**config.mk**
```make
export PLATFORM = sky130hd
export DESIGN_NAME = alu_issue_ctrl
export DESIGN_NICKNAME = d
export VERILOG_FILES = /design/src/rtl/alu_ctrl_pkg.sv /design/src/rtl/reg_file_8x32.sv /design/src/rtl/alu_issue_ctrl.sv
export SDC_FILE = /design/constraint.sdc
export NUM_CORES = 1
export LEC_CHECK = 0
export ABC_CLOCK_PERIOD_IN_PS = 4000
export CORE_MARGIN = 10
export CORE_UTILIZATION = 50
export DETAILED_ROUTE_END_ITERATION = 7
export PLACE_DENSITY = 0.8
export SYNTH_ARGS = -nofsm -noshare
export SYNTH_HDL_FRONTEND = slang
export SYNTH_SLANG_ARGS = --single-unit
```
**constraint.sdc**
```tcl
create_clock -name clk -period 4 [get_ports clk]
set_input_delay 1.2 -clock clk [delete_from_list [all_inputs] [get_ports clk]]
set_output_delay 1.2 -clock clk [all_outputs]
set_load 0.01 [all_outputs]
```
**src/rtl/alu_ctrl_pkg.sv**
```systemverilog
// Shared definitions for the ALU issue controller: opcodes, FSM encoding and
// instruction field positions.
package alu_ctrl_pkg;

  typedef enum logic [1:0] {
    ST_IDLE = 2'd0,
    ST_EXEC = 2'd1,
    ST_WB   = 2'd2
  } state_t;

  localparam int OPC_HI = 15;
  localparam int OPC_LO = 11;
  localparam int RD_HI  = 10;
  localparam int RD_LO  = 8;
  localparam int RS1_HI = 7;
  localparam int RS1_LO = 5;
  localparam int RS2_HI = 4;
  localparam int RS2_LO = 2;
  localparam int IMM_HI = 7;
  localparam int IMM_LO = 0;

  localparam logic [4:0] OP_ADD  = 5'd0;
  localparam logic [4:0] OP_SUB  = 5'd1;
  localparam logic [4:0] OP_AND  = 5'd2;
  localparam logic [4:0] OP_OR   = 5'd3;
  localparam logic [4:0] OP_XOR  = 5'd4;
  localparam logic [4:0] OP_SLL  = 5'd5;
  localparam logic [4:0] OP_SRL  = 5'd6;
  localparam logic [4:0] OP_SRA  = 5'd7;
  localparam logic [4:0] OP_SLT  = 5'd8;
  localparam logic [4:0] OP_SLTU = 5'd9;
  localparam logic [4:0] OP_MUL  = 5'd10;
  localparam logic [4:0] OP_DIV  = 5'd11;
  localparam logic [4:0] OP_LDI  = 5'd12;

  function automatic logic is_alu_op(input logic [4:0] op);
    return op <= OP_DIV;
  endfunction

  function automatic logic is_muldiv(input logic [4:0] op);
    return (op == OP_MUL) || (op == OP_DIV);
  endfunction

endpackage

```
**src/rtl/reg_file_8x32.sv**
```systemverilog
// Eight 32-bit architectural registers: two operand read ports, a debug read
// port and one synchronous write port. R0 always reads zero.
module reg_file_8x32 #(
  parameter int NUM_REGS = 8
) (
  input  logic        clk,
  input  logic        reset,
  input  logic [2:0]  raddr_a,
  output logic [31:0] rdata_a,
  input  logic [2:0]  raddr_b,
  output logic [31:0] rdata_b,
  input  logic [2:0]  dbg_addr,
  output logic [31:0] dbg_data,
  input  logic        we,
  input  logic [2:0]  waddr,
  input  logic [31:0] wdata
);

  logic [31:0] regs [NUM_REGS];

  always_ff @(posedge clk) begin
    if (reset) begin
      for (int i = 0; i < NUM_REGS; i++) begin
        regs[i] <= '0;
      end
    end else if (we && (waddr != 3'd0)) begin
      regs[waddr] <= wdata;
    end
  end

  always_comb begin
    rdata_a  = (raddr_a == 3'd0) ? '0 : regs[raddr_a];
    rdata_b  = (raddr_b == 3'd0) ? '0 : regs[raddr_b];
    dbg_data = (dbg_addr == 3'd0) ? '0 : regs[dbg_addr];
  end

endmodule

```
**src/rtl/alu_issue_ctrl.sv**
```systemverilog
// Serial issue controller for an external ALU: accepts one instruction at a
// time, sequences operand read, multi-cycle execute and register writeback.
//
// state   | meaning
// --------+-------------------------------------------------------------
// ST_IDLE | ready for a new instruction; illegal opcodes stay here
// ST_EXEC | operands on the ALU; down-counter sets the cycle count
// ST_WB   | one-cycle writeback of the captured value to R[rd]
module alu_issue_ctrl
  import alu_ctrl_pkg::*;
#(
  parameter int MULDIV_CYCLES = 4,
  parameter int NUM_REGS      = 8
) (
  input  logic        clk,
  input  logic        reset,
  input  logic        instr_valid,
  output logic        instr_ready,
  input  logic [15:0] instr,
  output logic [31:0] alu_a,
  output logic [31:0] alu_b,
  output logic [4:0]  alu_op,
  input  logic [31:0] alu_result,
  output logic        wb_valid,
  output logic [2:0]  wb_rd,
  output logic [31:0] wb_data,
  output logic        illegal,
  output logic        busy,
  input  logic [2:0]  dbg_addr,
  output logic [31:0] dbg_data
);

  localparam logic [3:0] CNT_LOAD = 4'(MULDIV_CYCLES - 1);

  state_t      state_q, state_d;
  logic [15:0] instr_q;
  logic [3:0]  cnt_q;
  logic [31:0] data_q;
  logic        illegal_q;

  logic [4:0]  opc_in, opc_q;
  logic [7:0]  imm_in;
  logic [2:0]  rd_q, rs1_q, rs2_q;
  logic        accept, exec_done, wb_fire;
  logic [31:0] rdata_a, rdata_b;

  assign opc_in    = instr[OPC_HI:OPC_LO];
  assign imm_in    = instr[IMM_HI:IMM_LO];
  assign opc_q     = instr_q[OPC_HI:OPC_LO];
  assign rd_q      = instr_q[RD_HI:RD_LO];
  assign rs1_q     = instr_q[RS1_HI:RS1_LO];
  assign rs2_q     = instr_q[RS2_HI:RS2_LO];
  assign accept    = instr_valid && instr_ready;
  assign exec_done = (cnt_q == 4'd0);
  // Reset in WB suppresses both the pulse and the write in that same cycle.
  assign wb_fire   = (state_q == ST_WB) && !reset;

  always_ff @(posedge clk) begin
    if (reset) begin
      state_q <= ST_IDLE;
    end else begin
      state_q <= state_d;
    end
  end

  always_comb begin
    state_d = state_q;
    case (state_q)
      ST_IDLE: begin
        if (accept) begin
          if (is_alu_op(opc_in)) begin
            state_d = ST_EXEC;
          end else if (opc_in == OP_LDI) begin
            state_d = ST_WB;
          end
        end
      end
      ST_EXEC: begin
        if (exec_done) begin
          state_d = ST_WB;
        end
      end
      ST_WB:   state_d = ST_IDLE;
      default: state_d = ST_IDLE;
    endcase
  end

  always_comb begin
    instr_ready = (state_q == ST_IDLE);
    busy        = (state_q != ST_IDLE);
    illegal     = illegal_q;
    alu_a       = '0;
    alu_b       = '0;
    alu_op      = '0;
    wb_valid    = wb_fire;
    wb_rd       = '0;
    wb_data     = '0;
    if (state_q == ST_EXEC) begin
      alu_a  = rdata_a;
      alu_b  = rdata_b;
      alu_op = opc_q;
    end
    if (wb_fire) begin
      wb_rd   = rd_q;
      wb_data = data_q;
    end
  end

  // Counter holds remaining EXEC cycles after the current one.
  always_ff @(posedge clk) begin
    if (reset) begin
      instr_q   <= '0;
      cnt_q     <= '0;
      data_q    <= '0;
      illegal_q <= 1'b0;
    end else begin
      illegal_q <= accept && !is_alu_op(opc_in) && (opc_in != OP_LDI);
      if (accept) begin
        instr_q <= instr;
        cnt_q   <= is_muldiv(opc_in) ? CNT_LOAD : 4'd0;
        if (opc_in == OP_LDI) begin
          data_q <= {24'd0, imm_in};
        end
      end else if (state_q == ST_EXEC) begin
        if (exec_done) begin
          data_q <= alu_result;
        end else begin
          cnt_q <= cnt_q - 4'd1;
        end
      end
    end
  end

  reg_file_8x32 #(
    .NUM_REGS(NUM_REGS)
  ) u_reg_file (
    .clk     (clk),
    .reset   (reset),
    .raddr_a (rs1_q),
    .rdata_a (rdata_a),
    .raddr_b (rs2_q),
    .rdata_b (rdata_b),
    .dbg_addr(dbg_addr),
    .dbg_data(dbg_data),
    .we      (wb_fire),
    .waddr   (rd_q),
    .wdata   (data_q)
  );

endmodule

```
==> summary.md, run 1 <==
| Metric | Value |
|---|---|
| Max-cap violations | `0` |
| Count leader, synth | `and2_1` |
| DR pass1 iterations | `5` |
| Num CTS Buffers | `35` |
| WHS Path Cells | `2` |
| Clock slew at reported path FFs | `50 ps` |
| Register bit total from synthesis | `315` |
| H-tree depth | `2` |
| Crit path capture type | `output pin` |
| Post-synthesis simple-gate area fraction | `15.7%` |
| Setup CP Type | `in -> out` |
| First-pass GRT wire length | `79800 µm` |
| Sum Neg Setup Slack | `0 ps` |
| Startpoint Class | `input pin` |
| Post-synth EDFFs | `256` |
| Root Buffer | `clkbuf_16` |
| Fin. max-slew vios | `0` |
| Warnings from Yosys | `0` |
| Fmax | `254 MHz` |
| Synth Area in XOR/XNOR | `0.0502%` |
| Die Wd | `207 µm` |
| Ratio of final minimum period to clock period | `98.4%` |
| Worst-path fanout max | `10` |
| R2r worst-path depth | `7` |
| Sequential element share of the synthesized area | `50.8%` |
| I/O pin count | `194` |
| DRT iter0 DRCs | `1523` |
| Compound-Gate Fraction of Synth Area | `4.16%` |
| Die Height | `207 µm` |
| Total track usage | `24.7%` |
| CTS tree | `done` |
| RSZ-0062 raised after global routing | `no` |
| Fin crit period | `3940 ps` |
| Average wire per standard cell | `26.4 µm` |
| Port Buf Inserts | `193` |
| Initial antenna violation count | `0` |
| Max VDD drop | `0.276 mV` |
| Netlist Area Pre-Place | `17500 µm²` |
| Die footprint | `42800 µm²` |
| Starting Density | `50.6%` |
| WP data arrival | `2740 ps` |
| Clk_skew | `21.7 ps` |
| Largest family of logic cells by synthesized area | `multiplexers` |
| Post-synthesis mux area share | `26.4%` |
| DR DRC count | `0` |
| Clock sinks | `315` |
| Pwr Density | `365 nW/µm²` |
| Syn Inst Count | `1316` |
| Lkg Pwr | `7.67 nW` |
| Synth-to-Final Area Change | `23.9%` |
| Cell variety after synth | `41` |
| Placement-stage cell area | `20400 µm²` |
| Run status | `finished clean` |
| Relative slew slack | `37.7%` |
| Global route overflow | `0` |
| Hold Fails Final Rpt | `0` |
| Clock Path Buffers | `3` |
| Worst slew pin tran | `933 ps` |
| Final GP Congestion | `0.827` |
| DP Wirelength | `33500 µm` |
| # hold bufs at CTS | `0` |
| Post-synth ARST share | `0%` |
| Worst-Skew Late Latency | `520 ps` |
| Top cells by count, synth | `264 x and2_1, 256 x edfxtp_1, 160 x mux4_2` |
| WP data required | `2800 ps` |
| Row count | `68` |
| Area leader, netlist | `edfxtp_1` |
| Vias in the first global route | `13100` |
| Area contributors post-synth | `edfxtp_1 44%, mux4_2 21%, and2_1 9.5%` |
| Total wire length | `53400 µm` |
| Via count | `12700` |
| Prevailing post-synth register cell | `edfxtp_1` |
| Nets | `1596` |
| Core area | `34500 µm²` |
| Syn Area/Cell | `13.3 µm²` |
| Layout cells sized above 1 | `22.4%` |
| Adder-cell share of the synthesized area | `0.0716%` |
| Final antenna-violating net count | `0` |
| Drt via density | `6.26` |
| Largest net degree at the start of global routing | `69` |
| Hold crit path type | `reg -> reg` |
| Post-route cell area | `21600 µm²` |
| Setup-failing EPs final | `0` |
| Post-synth top area share | `44.0%` |
flip-flops by register name (all words and copies together), names as in the netlist, named ones only:
register	flops
u_reg_file.regs	256
data_q	32
instr_q	14
cnt_q	4
state_q	2
illegal	1
critical path, cell delays in order:
cell             delay, ps
buf_4                  190
buf_12                 170
mux4_2                 510
nand2_1                 80
o21ai_1                 90
clkdlybuf4s50_1        490
repair_timing:
action / CTS / global route
endpoints found under the setup margin: 62 / 34
setup buffers: 7 / 3
gates resized for setup: 27 / 20
pin swaps: 0 / 2
gates cloned: 2 / 1
final cells by class:
cell class | instances | area [µm²]
Multi-Input combinational cell | 914 | 8290
Timing Repair Buffer | 271 | 2860
Fill cell | 2595 | 12900
Antenna cell | 2 | 5.00
Tap cell | 455 | 569
Sequential cell | 315 | 8880
Clock inverter | 9 | 43.8
Inverter | 4 | 15.0
Clock buffer | 53 | 986
power by group:
group	internal (W)	switching (W)	leakage [nW]	total (W)
combinational	0.000576	0.000548	4.06	0.00112
clock	0.00170	0.00126	0.499	0.00296
sequential	0.00368	0.000144	3.11	0.00382
through the flow:
stage / std cells / util [%] / worst slack [ps] / hold WS [ps] / total power (W)
final: 2023 / 62.7 / 63.8 / 456 / 0.00791
after global routing: 2021 / 62.6 / 8.20 / 484 / 0.00813
after CTS: 2017 / 62.4 / 5.06 / 458 / 0.00792
after detailed placement: 1946 / 59.0 / -270 / 451 / 0.00499
after global placement: 1946 / 59.0 / -272 / 440 / 0.00496
after floorplan: 1347 / - / 310 / 432 / 0.00451
layout by cell type, fill, tap and decap left out, types with 20 or more instances in the layout:
cell type	netlist	routed
nor2_1	73	68
clkdlybuf4s50_1	0	159
edfxtp_1	256	256
dfxtp_1	59	53
buf_4	0	54
nand2_1	97	97
conb_1	1	32
mux4_2	160	160
o21ai_0	32	27
buf_12	0	22
nand3_1	25	25
dlygate4sd2_1	0	20
mux2_2	32	32
a22oi_1	33	33
mux2i_1	64	64
and2_1	264	264
a21oi_1	42	42
clkbuf_16	0	38
worst paths after layout:
| check | from | endpoint | slack [ps] |
|---|---|---|---|
| worst max register to register | cnt_q[0]$_SDFFE_PP0P_ | data_q[25]$_SDFFE_PP0P_ | 1490 |
| worst max-delay path | dbg_addr[0] | dbg_data[16] | 60 |
| worst min register to register | instr_q[15]$_SDFFE_PP0P_ | instr_q[15]$_SDFFE_PP0P_ | 460 |
| worst min-delay path | instr_q[15]$_SDFFE_PP0P_ | instr_q[15]$_SDFFE_PP0P_ | 460 |
cells by family after synthesis:
logic type                 after synthesis
AOI/OAI and AO/OA                      120
xor gates and xnor gates                 1
DFF                                    315
buffers and inverters                  118
muxes                                  256
other                                    1
adders and majority gates                1
and+or+nand+nor                        504
layer usage:
| metal | GRT usage (%) | vias to the layer above | share of wire [%] |
|---|---|---|---|
| met3 | 5.24 | 120 | 11 |
| li1 | - | 5396 | - |
| met4 | 8.25 | 0 | 2.7 |
| met2 | 40.3 | 806 | 49 |
| met5 | 0 | - | 0 |
| met1 | 32.3 | 6341 | 38 |
No activity file was read; power rests on OpenSTA's default activity.
==> run 2: changes to the inputs <==
PLACE_DENSITY = 0.72   (was 0.8)
==> run 2 against run 1 <==
Effect of this change: non-clock buffer count rose by 16; power rose by 3.9%; hold slack got worse by 3.7 ps; flip-flop and latch count did not move; first-iteration DRC count fell by 22%; core utilization rose by 0.99 points; worst setup slack got worse by 48 ps; maximum frequency fell by 1.2%; sequential power barely moved; via count fell by 1.3%; sequential share of layout area fell by 0.61 points; highest routed layer unchanged.
==> summary.md, run 2 (synthesis gave the netlist of run 1 again) <==
| Metric | Value |
|---|---|
| Most frequent cells in the layout | `264 x and2_1, 256 x edfxtp_1, 164 x clkdlybuf4s50_1, 160 x mux4_2, 97 x nand2_1` |
| Sequential power share | `46.6%` |
| I/O pin count | `194` |
| Worst-path fanout max | `11` |
| Commonest non-fill, non-tap cell in the layout | `and2_1` |
| Layout cells sized above 1 | `23.9%` |
| Drt via density | `6.13` |
| WHS Path Cells | `2` |
| Worst slew pin tran | `1120 ps` |
| Int Pwr | `0.00623 W` |
| R2r worst-path depth | `5` |
| Core area | `34500 µm²` |
| N_diodes | `0` |
| Hold EP | `instr_q[12]$_SDFFE_PP0P_` |
| WP data arrival | `2780 ps` |
| Die footprint | `42800 µm²` |
| Crit path capture type | `output pin` |
| Clk_skew | `21.3 ps` |
| Sum Neg Setup Slack | `0 ps` |
| Lkg Pwr | `7.87 nW` |
| Final Total Pwr | `0.00822 W` |
| R2r startpoint | `state_q[1]$_SDFFE_PP0P_` |
| Post-route cell area | `22000 µm²` |
| Fin cells | `2040` |
| Reg2reg end | `u_reg_file.regs[6][15]$_SDFFCE_PN0P_` |
| Synth-to-Final Area Change | `25.9%` |
| Clock Path Buffers | `3` |
| Root Buffer | `clkbuf_16` |
| Port Buf Inserts | `193` |
| Number of flip-flops in the largest register | `256` |
| Max-cap violations | `0` |
| Fin. max-slew vios | `0` |
| # hold bufs at CTS | `0` |
| Vias in the first global route | `12800` |
| Die Height | `207 µm` |
| Final GP Congestion | `0.846` |
| Via count | `12500` |
| DP Wirelength | `33700 µm` |
| Worst-Skew Late Latency | `520 ps` |
| Fmax | `251 MHz` |
| Hold_sp | `instr_q[12]$_SDFFE_PP0P_` |
| DR DRC count | `0` |
| Relative slew slack | `24.9%` |
| Nets | `1614` |
| Ratio of final minimum period to clock period | `99.6%` |
| Sw Ratio | `24.1%` |
| Die Wd | `207 µm` |
| Final setup margin | `15.6 ps` |
| H-tree depth | `2` |
| Biggest registers after layout | `u_reg_file.regs (256), data_q (32), instr_q (14)` |
| CTS tree | `done` |
| Sw Pwr | `0.00198 W` |
| Clock sinks | `315` |
| First-pass GRT wire length | `79300 µm` |
| Starting Density | `50.6%` |
| RSZ-0062 raised after global routing | `yes` |
| Num CTS Buffers | `37` |
| Average wire per standard cell | `26.1 µm` |
| Pre-CTS setup slack | `-146 ps` |
| Total track usage | `24.8%` |
| R2R Setup Slk | `1130 ps` |
| Gate power share | `13.8%` |
| Fin crit period | `3980 ps` |
| Setup CP Type | `in -> out` |
| Clock network fraction of total power | `39.6%` |
| Clock slew at reported path FFs | `50 ps` |
| Initial antenna violation count | `0` |
| Max VDD drop | `0.269 mV` |
| Hold crit path type | `reg -> reg` |
| WP data required | `2800 ps` |
| Startpoint Class | `input pin` |
| Run status | `finished clean` |
| Placement-stage cell area | `20500 µm²` |
| Largest Register | `u_reg_file.regs` |
| Hold Fails Final Rpt | `0` |
| DRT iter0 DRCs | `1191` |
| Placed Cells | `1958` |
| Global route overflow | `0` |
| Total wire length | `53200 µm` |
| Final antenna-violating net count | `0` |
| Setup-failing EPs final | `0` |
| DR pass1 iterations | `7` |
| Largest net degree at the start of global routing | `67` |
| Row count | `68` |
| Pwr Density | `374 nW/µm²` |
[run 2: cell count changes in the layout (fill, tap and decap cells not counted), sizes merged]
cell / delta
buf: +18
clkinvlp: -1
clkbuf: -2
diode: -2
clkinv: +3
bufinv: +2
dlygate4sd2: -12
inv: +1
bufbuf: -1
clkdlybuf4s50: +5
dlymetal6s2s: +6
[run 2: repair_timing]
item	4_1_cts	5_1_grt
setup endpoints to repair	63	25
setup buffers	10	5
pin swaps	2	0
cloned	1	1
gates resized for setup	24	25
[run 2: area by class of cell]
| type | instances | area (µm²) |
|---|---|---|
| Tap cell | 455 | 569 |
| Multi-Input combinational cell | 914 | 8320 |
| Fill cell | 2661 | 12600 |
| Timing Repair Buffer | 287 | 3010 |
| Clock buffer | 51 | 1050 |
| Inverter | 4 | 15.0 |
| Sequential cell | 315 | 8890 |
| Clock inverter | 14 | 131 |
[run 2: per-stage QoR]
step	hold slack, ps	utilization (%)
floorplan	432	-
global placement	441	59.4
detailed placement	444	59.4
CTS	450	63.3
global route	473	63.7
finish	453	63.7
[run 2: power by group through the flow]
stage	sequential, W	combinational (W)	clock [W]
after floorplan	0.00381	0.000701	0
after global placement	0.00387	0.00110	0
after detailed placement	0.00389	0.00111	0
after CTS	0.00382	0.00113	0.00330
after global routing	0.00384	0.00120	0.00342
final	0.00383	0.00113	0.00326
[run 2: how the worst max path moves through the flow]
stage               slack, ps            to        start
global route               -4  dbg_data[31]  dbg_addr[1]
detailed placement       -150  dbg_data[11]  dbg_addr[0]
finish                     20  dbg_data[21]  dbg_addr[1]
floorplan                 310  dbg_data[21]  dbg_addr[0]
CTS                       -20   dbg_data[5]  dbg_addr[1]
global placement         -120  dbg_data[14]  dbg_addr[0]
[run 2: critical path, cell delays in order]
cell and delay [ps]:
buf_4 180, nor2b_4 300, buf_12 190, a22oi_1 100, o21ai_1 210, clkdlybuf4s50_1 580
[run 2: layer usage]
metal  track usage (%)  vias up  part of all wire (%)
met2              42.2      653                    50
met3              4.17       98                   9.4
met4              6.86        0                   2.3
li1                  -     5427                     -
met1              32.2     6317                    38
met5                 0        -                     0
